**src/rtl/reg_wb_arbiter.sv**
```systemverilog
`default_nettype none
// ============================================================================
// Module   : reg_wb_arbiter
// Purpose  : Multi-channel register write-back unit for the general and
//            float register files. NCH producers request writes over
//            valid/ready. One request is granted per cycle in round-robin
//            order. The granted write goes to the register file one cycle
//            later as a one-hot enable vector plus data. A busy scoreboard
//            tracks pending destinations so that issue logic can stall.
// Revision : 1.0 - initial release
// ----------------------------------------------------------------------------
// Parameters
//   WIDTH  data width of one register
//   NREG   registers per file (general and float each)
//   AW     register index width, log2(NREG)
//   NCH    number of producer channels
// Ports
//   clk         in   1          clock, rising edge
//   rst         in   1          asynchronous reset, active-high
//   in_valid    in   NCH        request valid per channel
//   in_ready    out  NCH        combinational grant per channel
//   in_gf       in   NCH        per-channel file select (0 general, 1 float)
//   in_num      in   NCH*AW     per-channel register index, ch i at [i*AW +: AW]
//   in_data     in   NCH*WIDTH  per-channel write data, ch i at [i*WIDTH +: WIDTH]
//   rsv_valid   in   1          reserve a destination this cycle
//   rsv_gf      in   1          file select of the reservation
//   rsv_num     in   AW         register index of the reservation
//   wr_data     out  WIDTH      registered write data
//   wr_enables  out  2*NREG     registered one-hot enable; general [NREG-1:0],
//                               float [2*NREG-1:NREG]
//   busy        out  2*NREG     scoreboard, same layout as wr_enables
// Build option
//   REG_WB_ZERO_GUARD_EN  when defined, general register 0 is hardwired to
//                         zero: writes to it are accepted but never
//                         enabled, and it is never marked busy.
// ============================================================================
module reg_wb_arbiter #(
   parameter int WIDTH = 32,
   parameter int NREG  = 32,
   parameter int AW    = 5,
   parameter int NCH   = 3
) (
   input  logic                 clk,
   input  logic                 rst,
   input  logic [NCH-1:0]       in_valid,
   output logic [NCH-1:0]       in_ready,
   input  logic [NCH-1:0]       in_gf,
   input  logic [NCH*AW-1:0]    in_num,
   input  logic [NCH*WIDTH-1:0] in_data,
   input  logic                 rsv_valid,
   input  logic                 rsv_gf,
   input  logic [AW-1:0]        rsv_num,
   output logic [WIDTH-1:0]     wr_data,
   output logic [2*NREG-1:0]    wr_enables,
   output logic [2*NREG-1:0]    busy
);

   localparam int c_PW = (NCH > 1) ? $clog2(NCH) : 1;
   localparam int c_NB = 2 * NREG;

   // -------------------------------------------------------------------------
   // Map {file, index} to a one-hot bit in the combined 2*NREG space.
   // Out-of-range indices (possible only when NREG is not a power of two)
   // map to an all-zero vector, which drops the write and leaves the
   // scoreboard untouched.
   // -------------------------------------------------------------------------
   function automatic logic [c_NB-1:0] f_onehot(input logic          gf,
                                                input logic [AW-1:0] num);
      logic [c_NB-1:0] v;
      int              idx;
      v   = '0;
      idx = int'(num) + (gf ? NREG : 0);
      if (int'(num) < NREG) begin
         for (int i = 0; i < c_NB; i++) begin
            if (i == idx) v[i] = 1'b1;
         end
      end
`ifdef REG_WB_ZERO_GUARD_EN
      // General r0 is constant zero: never written, never busy.
      if (!gf && (num == '0)) v = '0;
`endif
      return v;
   endfunction

   // -------------------------------------------------------------------------
   // State
   // -------------------------------------------------------------------------
   logic [c_PW-1:0]  r_ptr;
   logic [WIDTH-1:0] r_wr_data;
   logic [c_NB-1:0]  r_wr_enables;
   logic [c_NB-1:0]  r_busy;

   // -------------------------------------------------------------------------
   // Round-robin arbitration: scan channels ptr, ptr+1, ... (mod NCH) and
   // grant the first valid one.
   // -------------------------------------------------------------------------
   logic [NCH-1:0]   w_gnt_oh;
   logic             w_gnt_any;
   logic [c_PW-1:0]  w_gnt_ch;
   logic [c_PW-1:0]  w_ptr_nxt;

   always_comb begin
      int c;
      int nx;
      c         = 0;
      nx        = 0;
      w_gnt_oh  = '0;
      w_gnt_any = 1'b0;
      w_gnt_ch  = '0;
      for (int k = 0; k < NCH; k++) begin
         c = int'(r_ptr) + k;
         if (c >= NCH) c = c - NCH;
         for (int ch = 0; ch < NCH; ch++) begin
            if ((ch == c) && !w_gnt_any && in_valid[ch]) begin
               w_gnt_any    = 1'b1;
               w_gnt_oh[ch] = 1'b1;
               w_gnt_ch     = c_PW'(ch);
            end
         end
      end
      // Next search starts just past the winner, wrapping to channel 0.
      nx = int'(w_gnt_ch) + 1;
      if (nx >= NCH) nx = 0;
      w_ptr_nxt = c_PW'(nx);
   end

   // Grants are suppressed while reset is held so no producer believes it
   // handed off a request that the reset is about to discard.
   assign in_ready = rst ? '0 : w_gnt_oh;

   // -------------------------------------------------------------------------
   // Select the granted channel's destination and data.
   // -------------------------------------------------------------------------
   logic             w_sel_gf;
   logic [AW-1:0]    w_sel_num;
   logic [WIDTH-1:0] w_sel_data;

   always_comb begin
      w_sel_gf   = 1'b0;
      w_sel_num  = '0;
      w_sel_data = '0;
      for (int ch = 0; ch < NCH; ch++) begin
         if (w_gnt_oh[ch]) begin
            w_sel_gf   = in_gf[ch];
            w_sel_num  = in_num[ch*AW +: AW];
            w_sel_data = in_data[ch*WIDTH +: WIDTH];
         end
      end
   end

   // -------------------------------------------------------------------------
   // Decoded write enable (also the scoreboard clear) and reservation set.
   // -------------------------------------------------------------------------
   logic [c_NB-1:0] w_wr_dec;
   logic [c_NB-1:0] w_rsv_dec;

   assign w_wr_dec  = w_gnt_any ? f_onehot(w_sel_gf, w_sel_num) : '0;
   assign w_rsv_dec = rsv_valid ? f_onehot(rsv_gf, rsv_num)     : '0;

   // -------------------------------------------------------------------------
   // Registered write port, pointer and scoreboard.
   // The set term is OR-ed after the clear so a reservation made in the same
   // cycle as the write-back of that register keeps it busy: the new
   // reservation belongs to a younger instruction.
   // -------------------------------------------------------------------------
   always_ff @(posedge clk or posedge rst) begin
      if (rst) begin
         r_ptr        <= '0;
         r_wr_data    <= '0;
         r_wr_enables <= '0;
         r_busy       <= '0;
      end else begin
         if (w_gnt_any) begin
            r_ptr <= w_ptr_nxt;
         end
         r_wr_enables <= w_wr_dec;
         r_wr_data    <= w_gnt_any ? w_sel_data : '0;
         r_busy       <= (r_busy & ~w_wr_dec) | w_rsv_dec;
      end
   end

   assign wr_data    = r_wr_data;
   assign wr_enables = r_wr_enables;
   assign busy       = r_busy;

endmodule
`default_nettype wire

```
**config.mk**
```make
export PLATFORM = sky130hd
export DESIGN_NAME = reg_wb_arbiter
export DESIGN_NICKNAME = d
export VERILOG_FILES = /design/src/rtl/reg_wb_arbiter.sv
export SDC_FILE = /design/constraint.sdc
export NUM_CORES = 1
export LEC_CHECK = 0
export ABC_AREA = 1
export BUFFER_PORTS_ARGS = -buffer_cell sky130_fd_sc_hd__buf_2
export CAP_MARGIN = 20
export CELL_PAD_IN_SITES_DETAIL_PLACEMENT = 0
export CELL_PAD_IN_SITES_GLOBAL_PLACEMENT = 1
export CORE_ASPECT_RATIO = 1.2
export CORE_MARGIN = 4
export CORE_UTILIZATION = 36
export CTS_CLUSTER_SIZE = 10
export DETAILED_ROUTE_END_ITERATION = 10
export PLACE_DENSITY_LB_ADDON = 0.1
export SLEW_MARGIN = 0
export SYNTH_ARGS = -nofsm -noshare
export SYNTH_HDL_FRONTEND = slang
export SYNTH_SLANG_ARGS = --single-unit
```
**constraint.sdc**
```tcl
create_clock -name clk -period 6.45 [get_ports clk]
set_input_delay 0.645 -clock clk [delete_from_list [all_inputs] [get_ports clk]]
set_output_delay 0.645 -clock clk [all_outputs]
set_load 0.02 [all_outputs]
```
* Word level (Yosys, flattened, before mapping)
Cells that the tools add are included. W data, S select, Z words.
Word-level totals: word-level logic and storage cells 353, register bits after elaboration 162, output and inout port bits 163
Cells by class: bitwise gates (word level) 3, add/subtract/negate cells 8, equality and inequality tests 132, muxes and demuxes 172, reduce and logical (&&, ||, !) cells 30, $lt $le $gt $ge 4
Operators with widths (count):
- $eq A6 B7 Y1 const A | 64
- $eq A5 B7 Y1 const A | 32
- $mux W32 | 7
- $logic_not A32 Y1 | 5
- $mux W1 | 149
- $mux W64 | 2
- $eq A4 B7 Y1 const A | 16
- $eq A2 B32 Y1 const A | 3
- $eq A3 B32 Y1 const A | 3
- $and A64 B64 Y64 | 1
- $not A64 Y64 | 1
- $or A64 B64 Y64 | 1
- $eq A3 B7 Y1 const A | 8
- $eq A2 B7 Y1 const A | 4
- $logic_and A1 B1 Y1 | 17
- $mux W2 | 8
- $mux W5 | 3
- $add A5 B6 Y7 | 2
- $eq A1 B7 Y1 const A | 2
- $mux W6 | 2
- $ge A3 B2 Y1 const B | 3
- $logic_not A1 Y1 | 8
- $sub A3 B2 Y4 const B | 2
- $add A2 B1 Y3 const B | 2
- other kinds (4) | 4

* Logic depth before layout (Yosys ltp)
Gate-level depths: netlist of run 1.
depth in word-level cells 46, mapped depth 18, gate-level depth less buffers 16

* Worst setup path before layout of run 1
OpenSTA, ideal clock, no wires.
path type register -> output, start register r_ptr[0], end output port in_ready[2], arrival time 2.067 ns, data required time 5.805 ns, setup slack 3.738 ns, path buffers 3, stages on the path, launching flop included 13, path through dfrtp_1 > inv_1 > ha_1 > nand2_1 > nand4_2 > nor2_2 > nand4_2 > nor2_2 > nor2_2 > buf_6 > buf_6 > clkbuf_1 > nor2_1
On the way: word-level cells in the longest chain between the ends 38, elaborated cells on any way between the ends 57, those cells by class add/sub: 5; order compare: 3; eq/ne: 6; mux: 15; reduce/logical: 28
RTL lines:
- from (decl) | RTL line 88 | logic [c_PW-1:0] r_ptr;
- from (signal assigned) | RTL line 174 | r_ptr <= w_ptr_nxt;
- $sub A2 B2 Y3 / $ge A2 B2 Y1 (equally long branches) | RTL line 112 | if (c >= NCH) c = c - NCH;
- $mux W32 | RTL line 112
- $logic_not A32 Y1 | RTL line 114 | if ((ch == c) && !w_gnt_any && in_valid[ch]) begin
- $logic_and A1 B1 Y1 | RTL line 114
- $mux W1 | RTL line 114
- $logic_not A1 Y1 | RTL line 114
- $logic_and A1 B1 Y1 (2 in series) | RTL line 114
- $mux W1 | RTL line 114
- [19 not listed]
- $mux W1 | RTL line 114
- $logic_not A1 Y1 | RTL line 114
- $logic_and A1 B1 Y1 (2 in series) | RTL line 114
- $mux W1 | RTL line 114
- $logic_not A1 Y1 | RTL line 114
- $logic_and A1 B1 Y1 (2 in series) | RTL line 114
- $mux W1 * | RTL line 114
- $mux W3 * | RTL line 129 | assign in_ready = rst ? '0 : w_gnt_oh;
- to (decl) | RTL line 46 | output logic [NCH-1:0] in_ready,
Mark *: on every way between the ends. The rest lies on a longest branch, timed or not.

* Worst setup path in the final report of run 1
start register r_ptr[0], end register r_busy[20] (netlist: busy[20])
On the way: word-level cells in the longest chain between the ends 46, elaborated cells on any way between the ends 76, those cells by class add/sub: 6; order compare: 3; eq/ne: 7; mux: 29; bitwise: 3; reduce/logical: 28
RTL lines:
- $sub A2 B2 Y3 / $ge A2 B2 Y1 (equally long branches) | RTL line 112
- $mux W32 | RTL line 112
- $logic_not A32 Y1 | RTL line 114
- $logic_and A1 B1 Y1 | RTL line 114
- $mux W1 | RTL line 114
- $logic_not A1 Y1 | RTL line 114
- $logic_and A1 B1 Y1 (2 in series) | RTL line 114
- $mux W1 | RTL line 114
- [29 not listed]
- $mux W6 | RTL line 72 | idx = int'(num) + (gf ? NREG : 0);
- $add A5 B6 Y7 | RTL line 72
- $eq A5 B7 Y1 | RTL line 75 | if (i == idx) v[i] = 1'b1;
- $mux W1 | RTL line 75
- $mux W64 * | RTL line 157 | assign w_wr_dec = w_gnt_any ? f_onehot(w_sel_gf, w_sel_num) : '0;
- $not A64 Y64 * | RTL line 178 | r_busy <= (r_busy & ~w_wr_dec) | w_rsv_dec;
- $and A64 B64 Y64 * | RTL line 178
- $or A64 B64 Y64 * | RTL line 178
- to (signal assigned) | RTL line 178
- to (decl) | RTL line 91 | logic [c_NB-1:0] r_busy;
Marked as above. A chain may end at the register's enable or synchronous reset.

==> results.md, run 1 <==
- The data required time of the worst path is 6.77 ns.
- The CTS tree is done.
- The number of setup buffers added after CTS is 0.
- After clock tree synthesis, the repair step resized 0 gates.
- The worst-case register-to-register setup slack is 3.21 ns.
- The critical setup path kind is reg -> reg.
- The sequential cell area is 4050 um^2.
- The ratio of final minimum period to clock period is 50.3%.
- Of the synthesized area, sequential elements account for 54.9%.
- The number of distinct standard cells referenced by the synthesized netlist is 26.
- Detailed placement ended at an HPWL of 17.8 mm.
- Hold is met by 0.273 ns.
- The detailed router's first-iteration violation count is 327.
- By instance count, the cell type seen most on the critical path is nand2_1.
- The count of fill cells added during filler insertion is 2056.
- The detail route stage leaves a number of antenna-violating nets equal to 0.
- The hold-fix buffer count after cts is 0.
- The routed design could run at a clock period as short as 3.24 ns.
- The fraction of layout instances using a drive strength above 1 is 37.9%.
- STA puts the critical path data arrival time at 3.56 ns.
- In the routed design, unresolved DRC markers number 0.
- The average size of a mapped cell is 9.10 um^2.
- The flow ran to the end, and the final reports show no timing, DRC or antenna violations.
- In this run the worst path has a maximum fanout of 44.
- The total length of routed wires is 24.6 mm.
- The area share of the largest cell type after synthesis is 54.9%.
- The initial standard-cell utilization of the core is 36.5%.
- The critical path runs through a total of 16 cells.
- The clock-pin slew on the worst setup and hold paths is 0.07 ns.
- The region available for standard cell placement spans 20300 um^2.
- The I/O pin count is 289.
- The die boundary width is 139 um.
- The final setup slack of the worst path is 3.21 ns.
- The first detailed-routing pass ran for 4 iterations.
- The final layout contains 1222 nets.
- The initial antenna violation count came to 2.
- Setup repair after global routing left no endpoint under its margin.
- Walking the worst path, the cells encountered are inv_1 > ha_1 > nand2_1 > nand4_2 > nor2_2 > nand4_2 > nor2_2 > nor2_4 > inv_2 > nand2_1 > nand2_2 > nand2_2 > inv_2 > nand3_2 > nand2_1 > nand2_1.
- From bottom edge to top edge, the die measures 165 um.
- The number of levels the H-tree was split into is 4.
- After detailed routing, the average wire length per cell comes to 18.0 um.
- The via count of the first global-routing pass is 6527.
- For the worst flop-to-flop path, the logic depth is 16.
- The normalized max-slew margin is 46.7%.
- The delay of the slowest critical-path stage is 0.56 ns.
- The worst setup path is launched from a flop.
- The first global-routing pass estimated 37.8 mm of wire.
- The count of flip-flops with a built-in enable after synthesis is 0.
- At the pin with the least slew margin, the transition time is 0.799 ns.
- The row count is 57.
- The count of inserted antenna diode cells is 0.
- The maximum clock skew at final layout is 0.0104 ns.
- The pin count of the biggest net entering global routing is 108.
- For this design the ratio of total power to cell area is 598 nW/um^2.
- In this run the worst setup path begins at r_ptr[0]$_DFFE_PP0P_.
- By area the synthesized netlist is led by dfrtp_1 (55%), nand2_1 (13%), nand3_2 (5.8%), a21oi_1 (4.5%), inv_1 (4.2%).
- The number of hold-slack violations in the final timing report is 0.
- The leakage power summed over all cells is 5.79 nW.
- The number of vias per cell after detailed routing is 4.70.
- The leading register cell type out of synthesis is dfrtp_1.
- The dominant cell by count in the synthesized netlist is nand2_1.
- The number of pins exceeding their max-slew limit in the final report came to 0.
- The critical register-to-register path endpoint is busy[20]$_DFF_PP0_.
- The post-synthesis register bit count is 162.
- The number of buffer and inverter stages on the critical path is 3.
- The largest area contributor in the netlist is dfrtp_1.
- Cells fill 47.5% of the core in the end.
- The last weighted congestion value of the routability-driven placer is 0.891.
- Adding up every negative setup slack in the final design gives 0 ns.
- Buffers placed on the I/O ports in this run total 288.
- Based on the critical path, the design can be clocked at up to 308 MHz.
- In this run the critical register-to-register path is launched from r_ptr[0]$_DFFE_PP0P_.
- The aggregate global-route resource usage is 21.5%.
- VDD sags by at most 0.297 mV.
- The count of max-cap constraint violations is 0.
- The number of clock buffers added by TritonCTS is 17.
- The worst setup path endpoint is busy[20]$_DFF_PP0_.
- After synthesis, the share of flip-flops with an asynchronous set or reset is 100%.
- The setup violation total in the final timing report is 0.
- The nature of the critical path endpoint is a flop.
- The number of nets handed over by synthesis was 940.
- The worst hold-check path type is in -> async.
- The tree built by TritonCTS fans out to 162 sinks.
- The cell count after synthesis is 812.
- Clock latency on the worst-skew pair, taken at its later pin, is 0.43 ns.
- The number of warnings reported in the yosys synthesis log is 0.
- In the final layout, the multi-input gates occupy 2770 um^2.
- The synthesis-to-finish area growth is 30.2%.
- The routed via count is 6441.
- In the synthesized netlist, the cells that appear most often are nand2_1 (250), dfrtp_1 (162), inv_1 (83), a21oi_1 (66).
- The die covers 22900 um^2.
- Clock tree synthesis selected as its root buffer the cell clkbuf_16.
- The maximum number of buffers from clock root to sink is 2.
- The total grt overflow is 0.
- At the placement stage, the worst setup path has a slack of 3.05 ns.
- The largest delay contributor family on the critical path is simple AND/OR/NAND/NOR gates.
- The synthesized netlist occupies a cell area of 7390 um^2.
- The slowest stage of the critical path is the inv_2 cell.
cell families (layout without fill, tap and decap cells):
family | count (synthesis) | count (layout) | share of synthesized area, %
AO/OA/AOI/OAI | 77 | 77 | 5.57
adder cells (fa/ha/maj) | 2 | 2 | 0.339
buffers and inverters | 121 | 415 | 7.77
flip-flops | 162 | 162 | 54.9
AND/OR/NAND/NOR | 450 | 450 | 31.5
state kept, by name, indices dropped and copies added, names as in the netlist:
name        cells
wr_data        32
wr_enables     64
r_ptr           2
busy           64
worst reg2reg max path, cell delays in order (launching register included):
cell     delay, ns
dfrtp_1       0.35
inv_1         0.06
ha_1          0.33
nand2_1       0.14
nand4_2       0.14
nor2_2        0.14
nand4_2       0.11
nor2_2        0.17
nor2_4        0.05
inv_2         0.56
nand2_1       0.16
nand2_2       0.25
nand2_2       0.11
inv_2         0.31
nand3_2       0.15
nand2_1       0.08
nand2_1       0.05
per-stage QoR:
step                      cells  instance area (um^2)  power [mW]
after floorplan             812                  7390        3.94
after global placement     1338                  8990        4.77
after detailed placement   1338                  8990        4.78
after CTS                  1369                  9580        5.83
after global routing       1371                  9620        6.17
final                      1371                  9620        5.75
where the power goes:
part | leakage, nW | switching (mW) | internal [mW]
combinational | 3.37 | 2.31 | 0.867
clock | 0.278 | 0.447 | 0.587
sequential | 2.14 | 0.155 | 1.39
placed cells by master, fill, tap and decap left out, types with 2 or more instances in the layout:
cell and n:
a21boi_0 4, a21oi_1 66, buf_2 288, buf_4 9
bufinv_16 2, clkbuf_16 17, clkinvlp_4 4, dfrtp_1 162
ha_1 2, inv_1 82, inv_2 2, inv_6 6
nand2_1 250, nand2_2 14, nand2_4 6, nand3_1 58
nand3_2 43, nand4_2 4, nor2_1 58, nor2_2 3
nor2_4 4, nor2_8 9, o21ai_0 2
layout make-up:
type,instances,area share [%]
tap,265,3.45
sequential,162,42.1
multi-input combinational,529,28.8
clock buffer,18,4.56
inverter,85,3.37
timing repair buffer,299,16.1
clock inverter,13,1.56
metal layers:
layer | wire length [um] | global-route usage, % | up-vias
li1 | - | - | 3097
met1 | 9840 | 25.6 | 3066
met2 | 12500 | 38.2 | 240
met3 | 1770 | 6.20 | 34
met4 | 455 | 5.78 | 4
met5 | 14 | 0 | -
worst min path at each step:
stage,start,endpoint,slack [ns],cells past startpoint
floorplan,r_ptr[1]$_DFFE_PP0P_,r_ptr[1]$_DFFE_PP0P_,0.54,2
global placement,busy[43]$_DFF_PP0_,busy[43]$_DFF_PP0_,0.45,2
detailed placement,busy[32]$_DFF_PP0_,busy[32]$_DFF_PP0_,0.45,2
CTS,in_data[66],wr_data[2]$_DFF_PP0_,0.46,3
global route,rst,wr_data[9]$_DFF_PP0_,0.30,2
finish,rst,wr_data[9]$_DFF_PP0_,0.27,2
Note: power is estimated with default switching activity, not from simulation.
==> inputs of run 2 (changes only) <==
==> constraint.sdc (replaced) <==
create_clock -name clk -period 3.4 [get_ports clk]
set_input_delay 0.34 -clock clk [delete_from_list [all_inputs] [get_ports clk]]
set_output_delay 0.34 -clock clk [all_outputs]
set_load 0.02 [all_outputs]
==> results.md, run 2 (synthesized netlist as in run 1, its figures left out) <==
- The run finished with clean final reports.
- Before CTS, the worst setup slack after placement is 0.460 ns.
- For this design the ratio of total power to cell area is 1130 nW/um^2.
- In this run the standard cell core region covers 20300 um^2.
- The worst register-to-register path ends at busy[46]$_DFF_PP0_.
- The initial antenna violation count is 3.
- Setup slack on the critical path of the routed design comes to 0.305 ns.
- The delay of the slowest critical-path stage is 0.46 ns.
- The fraction of layout instances using a drive strength above 1 is 38.0%.
- The launch point of the worst reg-to-reg path is r_ptr[0]$_DFFE_PP0P_.
- The post-route antenna net violation count is 0.
- Setup repair after global routing left no endpoint under its margin.
- Dividing the detail-routed wire length by the instance count gives 18.1 um.
- The achievable frequency is 323 MHz.
- The hold-fix buffer count after cts is 0.
- For the worst setup path, the data arrival time is 2.76 ns.
- Pin placement for this block handled 289 I/O pins.
- The initial standard-cell utilization of the core is 36.5%.
- Buffers inserted during clock tree synthesis total 17.
- The nature of the critical path endpoint is an output port.
- Global routing used 37.3% of the available met2 tracks.
- The normalized max-slew margin is 39.1%.
- The total length of routed wires is 24.9 mm.
- The number of vias per cell after detailed routing is 4.68.
- Port buffering added 288 buffers.
- In this run the worst setup path begins at r_ptr[0]$_DFFE_PP0P_.
- The worst setup path is of the reg -> out kind.
- The number of hold-slack violations in the final timing report is 0.
- The number of cells on the worst reg-to-reg path is 16.
- In this run the worst path has a maximum fanout of 27.
- The number of pins exceeding their max-slew limit in the final report is 0.
- IR analysis of the VDD net gives a maximum drop of 0.534 mV.
- The HPWL after detailed placement is 18.5 mm.
- The count of max-cap constraint violations is 0.
- TritonCTS built the clock tree.
- At the pin with the least slew margin, the transition time is 0.911 ns.
- The chip height is 165 um.
- The layer flagged by global routing as most heavily used is met2.
- The number of clock sinks is 162.
- After detailed routing, the number of remaining DRC violations is 0.
- Setup violations remaining at the end of the flow were counted as 0.
- Clock-pin slew was measured on the worst setup and hold paths at 0.07 ns.
- The die covers 22900 um^2.
- In the layout the commonest cells are buf_2 (288), nand2_1 (250), dfrtp_1 (162), inv_1 (82), a21oi_1 (66).
- The buffer cell driving the clock tree root is clkbuf_16.
- In this run the worst hold path is classified as in -> async.
- The length of the first detailed-routing pass in iterations is 5.
- The maximum clock skew at final layout is 0.0114 ns.
- The leakage power summed over all cells is 5.78 nW.
- The data required time of the worst path is 3.06 ns.
- The row count is 57.
- In the global route stage, met3 resource usage came out at 7.24%.
- Counting stages on the worst path, the most repeated cell is nor2_1.
- The maximum number of buffers from clock root to sink is 2.
- The wire length of the first global-routing pass is 37.5 mm.
- The number of nets in the layout is 1224.
- In this run the post-CTS setup repair buffer count came out at 0.
- The routed via count is 6430.
- The number of gates resized after CTS was 0.
- The met1 track utilization from global routing is 25.4%.
- Entering global routing, the biggest net connects 49 pins.
- The library cell used most frequently in the layout, excluding fill and tap cells, is buf_2.
- The signal on the critical path passes through inv_1 > ha_1 > nand2_1 > nand3_2 > nor2_4 > nand4_2 > nor2_1 > nor2_2 > buf_4 > nor2_1 > buf_2.
- From synthesis to final layout, the design area changed by 30.1%.
- Global routing finished with a remaining overflow of 0.
- The clock insertion delay at the later pin of the skew report is 0.43 ns.
- The cell with the biggest individual delay on the critical path is nor2_2.
- The first routing iteration left 320 violations.
- The number of levels the H-tree was split into is 4.
- The worst-case register-to-register setup slack is 0.42 ns.
- Routability-driven placement finished with a final weighted congestion of 0.884.
- The total negative setup slack is 0 ns.
- Counting I/O delays and the setup requirement, the final critical path takes 3.10 ns.
- The via count of the first global-routing pass was 6559.
- The worst setup path is launched from a flop.
- The die is 139 um wide.
- The ratio of final minimum period to clock period is 91.0%.
- Global routing consumed, over all layers together, 21.5% of the routing resources.
run 2: layout make-up:
cell class / count / area, um^2
fill: 2047 / 10600
sequential: 162 / 4050
multi-input combinational: 529 / 2770
timing repair buffer: 301 / 1560
clock buffer: 19 / 443
tap: 265 / 332
inverter: 85 / 323
clock inverter: 13 / 126
antenna: 1 / 2.50
run 2: through the flow:
stage                     hold WS [ns]  cell area (um^2)  utilization (%)  instances  power (mW)
final                            0.161              9620             47.5       1375        10.8
after global routing             0.156              9610             47.5       1374        11.6
after CTS                        0.147              9610             47.5       1374        11.0
after detailed placement         0.456              9040             44.7       1342        9.09
after global placement           0.450              9040             44.7       1342        9.06
after floorplan                  0.497              7390                -        812        7.47
run 2: how the worst max path moves through the flow:
stage | endpoint | slack (ns) | cells after the start
2_1_floorplan | in_ready[2] | 0.99 | 12
3_3_place_gp | busy[30]$_DFF_PP0_ | 0.52 | 16
3_5_place_dp | busy[50]$_DFF_PP0_ | 0.46 | 16
4_1_cts | in_ready[1] | 0.28 | 11
5_1_grt | in_ready[1] | 0.16 | 11
6_report | in_ready[1] | 0.30 | 11
run 2: critical path: cells and delay by family (launching register included):
family / cells / cell delay, ns
buffers and inverters: 3 / 0.64
and+or+nand+nor: 7 / 1.01
DFF: 1 / 0.35
adders and majority gates: 1 / 0.30
run 2: per-layer routing:
layer	vias up	wire [um]
met5	-	14
met3	32	1950
li1	3107	-
met4	4	456
met1	3030	10000
met2	257	12400
run 2: power breakdown:
part / internal [mW] / switching (mW) / total [mW] / leakage (nW)
clock: 1.04 / 0.829 / 1.87 / 0.272
sequential: 2.63 / 0.305 / 2.93 / 2.14
combinational: 1.64 / 4.40 / 6.04 / 3.37
==> inputs of run 3 (changes only) <==
--- a/config.mk
+++ b/config.mk
@@ -15,7 +15,7 @@
 export CORE_UTILIZATION = 36
 export CTS_CLUSTER_SIZE = 10
 export DETAILED_ROUTE_END_ITERATION = 10
-export PLACE_DENSITY_LB_ADDON = 0.1
+export PLACE_DENSITY = 0.81
 export SLEW_MARGIN = 0
 export SYNTH_ARGS = -nofsm -noshare
 export SYNTH_HDL_FRONTEND = slang
==> results.md, run 3 (synthesized netlist as in run 1, its figures left out) <==
- The row count is 57.
- The routed wirelength normalized by instance count is 17.6 um.
- In this run the critical register-to-register path is launched from r_ptr[0]$_DFFE_PP0P_.
- The clock buffer count from CTS is 17.
- The buffer cell driving the clock tree root is clkbuf_16.
- The routed via count is 6497.
- The number of levels the H-tree was split into is 4.
- After global routing, the most crowded layer is met2.
- For the final routed database, the setup TNS stands at 0 ns.
- The post-route antenna net violation count is 0.
- The clock-pin slew on the worst setup and hold paths is 0.07 ns.
- The worst supply voltage drop on vdd is 0.577 mV.
- The count of instances resized after the clock tree is built is 0.
- Global routing consumed, on the met3 layer, 6.78% of the routing resources.
- The number of placed instances, taps included, is 1340.
- The normalized max-slew margin is 36.8%.
- The worst hold-check path type is in -> async.
- The achievable frequency is 329 MHz.
- The nature of the critical path endpoint is a flop.
- The pin count of the biggest net entering global routing is 91.
- The core region is 20300 um^2.
- The number of nets in the layout is 1222.
- The initial antenna violation count is 1.
- The tool flagged a number of max-cap violations equal to 0.
- The aggregate global-route resource usage is 21.0%.
- For this run, global-route usage on met2 was measured as 34.6%.
- The area enclosed by the die boundary is 22900 um^2.
- Setup violations remaining at the end of the flow were counted as 0.
- Once layout is complete, the cells apart from fillers number 1373.
- The total grt overflow is 0.
- Routability-driven placement finished with a final weighted congestion of 0.883.
- In the routed layout, each cell is associated on average with a via count of 4.73.
- The analysis attributes to net switching a power of 5.59 mW.
- Leaving out fill and tap cells, the most frequent cell in the layout is buf_2.
- The clock period minus final worst setup slack is 3.04 ns.
- For this design the ratio of total power to cell area is 1130 nW/um^2.
- Sequential cells burn 26.8% of the power.
- The maximum number of buffers from clock root to sink is 2.
- The length of the first detailed-routing pass in iterations is 5.
- The die boundary width is 139 um.
- The share of total power dissipated in the clock network is 18.1%.
- At the later pin of the worst-skew pair, clock insertion delay measures 0.44 ns.
- Port buffering added 288 buffers.
- The switching part of the total power is 51.2%.
- At the worst endpoint, the required time is 3.72 ns.
- The total length of routed wires is 24.1 mm.
- Of the cells placed in the final design, the portion with a size suffix greater than 1 is 37.9%.
- The initial standard-cell utilization of the core is 36.5%.
- The number of setup buffers added after CTS is 0.
- The HPWL after detailed placement is 18.0 mm.
- The worst-margin pin slew is 0.948 ns.
- Setup repair after global routing left no endpoint under its margin.
- By startpoint and endpoint, the worst setup path is classified as reg -> reg.
- The met1 track utilization from global routing is 26.0%.
- STA puts the critical path data arrival time at 3.35 ns.
- Tracing the worst setup path back leads to its startpoint at r_ptr[0]$_DFFE_PP0P_.
- The leakage power summed over all cells is 5.79 nW.
- The kind of start point of the critical path is a flop.
- Clock skew on the completed layout was measured at 0.0170 ns.
- The ratio of final minimum period to clock period is 89.3%.
- 289 I/O pins were placed.
- The area growth from synthesis to layout is 30.3%.
- Internal power comes to 5.33 mW.
- The chip height is 165 um.
- The detailed router's first-iteration violation count is 346.
- The number of clock sinks is 162.
- The via count of the first global-routing pass is 6688.
- The first global-routing pass estimated 37.2 mm of wire.
- Hold repair after CTS inserted 0 buffers.
- The CTS tree is done.
- The number of hold-slack violations in the final timing report is 0.
- The number of pins exceeding their max-slew limit in the final report is 0.
- The top cell types in the final layout, fill and taps aside, are buf_2 (288), nand2_1 (250), dfrtp_1 (162), inv_1 (82), a21oi_1 (66).
- The flow ran to the end, and the final reports show no timing, DRC or antenna violations.
- For this run, design rule violations remaining after detail routing come to 0.
- Along the worst path, the maximum fanout reaches 28.
- In this run, the combinational gates consume 55.1% of the power.
-- run 3: cell count changes in the layout (fill, tap and decap cells not counted) --
cell and change:
clkinv_8 +3, clkbuf_1 -1, clkinv_4 -1, buf_12 -1
buf_4 -1, clkinv_2 -2, inv_8 +3, inv_6 -2
-- run 3: worst max-delay path, stage by stage, from the launching register on --
cell and delay, ns:
dfrtp_1 0.35, inv_1 0.06, ha_1 0.32, nand2_1 0.12
nand4_2 0.14, nor2_2 0.05, nand3_1 0.08, nand2_1 0.09
nor2_4 0.32, inv_2 0.21, buf_4 0.28, nand2_1 0.10
nand2_2 0.12, nor2_4 0.37, nand3_1 0.16, nand2_1 0.10
nand2_1 0.05
-- run 3: power by group through the flow --
stage	registers [mW]	logic [mW]	clock network, mW
after floorplan	3.77	3.70	0
after global placement	2.97	6.06	0
after detailed placement	2.96	6.13	0
after global routing	3.00	6.61	2.10
after CTS	2.93	6.13	2.01
final	2.92	6.02	1.97
-- run 3: area by class of cell --
| cell class | count | area [um^2] |
|---|---|---|
| antenna | 1 | 2.50 |
| clock inverter | 14 | 173 |
| fill | 2020 | 10600 |
| tap | 265 | 332 |
| inverter | 85 | 323 |
| clock buffer | 18 | 439 |
| sequential | 162 | 4050 |
| timing repair buffer | 299 | 1540 |
| multi-input combinational | 529 | 2770 |
-- run 3: final timing paths --
check                           slack, ns  depth (start not counted)                        to
worst max-delay path                 0.36                         16         busy[2]$_DFF_PP0_
worst min-delay path                 0.08                          3     wr_data[29]$_DFF_PP0_
worst max register to register       0.36                         16         busy[2]$_DFF_PP0_
worst min register to register       0.47                          2        busy[12]$_DFF_PP0_
max in group asynchronous            2.48                          3  wr_enables[60]$_DFF_PP0_
min in group clk                     0.15                          3     wr_data[26]$_DFF_PP0_
-- run 3: per-layer routing --
layer,routed length [um],share of wire [%]
met5,0,0
met4,498,2.1
met3,2110,8.7
met2,11600,48
met1,9860,41
-- run 3: metrics by stage --
step	util, %	setup slack [ns]	hold slack, ns	total power, mW	area, um^2
floorplan	-	0.993	0.497	7.47	7390
global placement	44.5	0.448	0.450	9.03	9020
detailed placement	44.5	0.388	0.455	9.09	9020
finish	47.6	0.365	0.0750	10.9	9630
global route	47.6	0.0298	0.111	11.7	9630
CTS	47.5	0.361	0.0980	11.1	9630
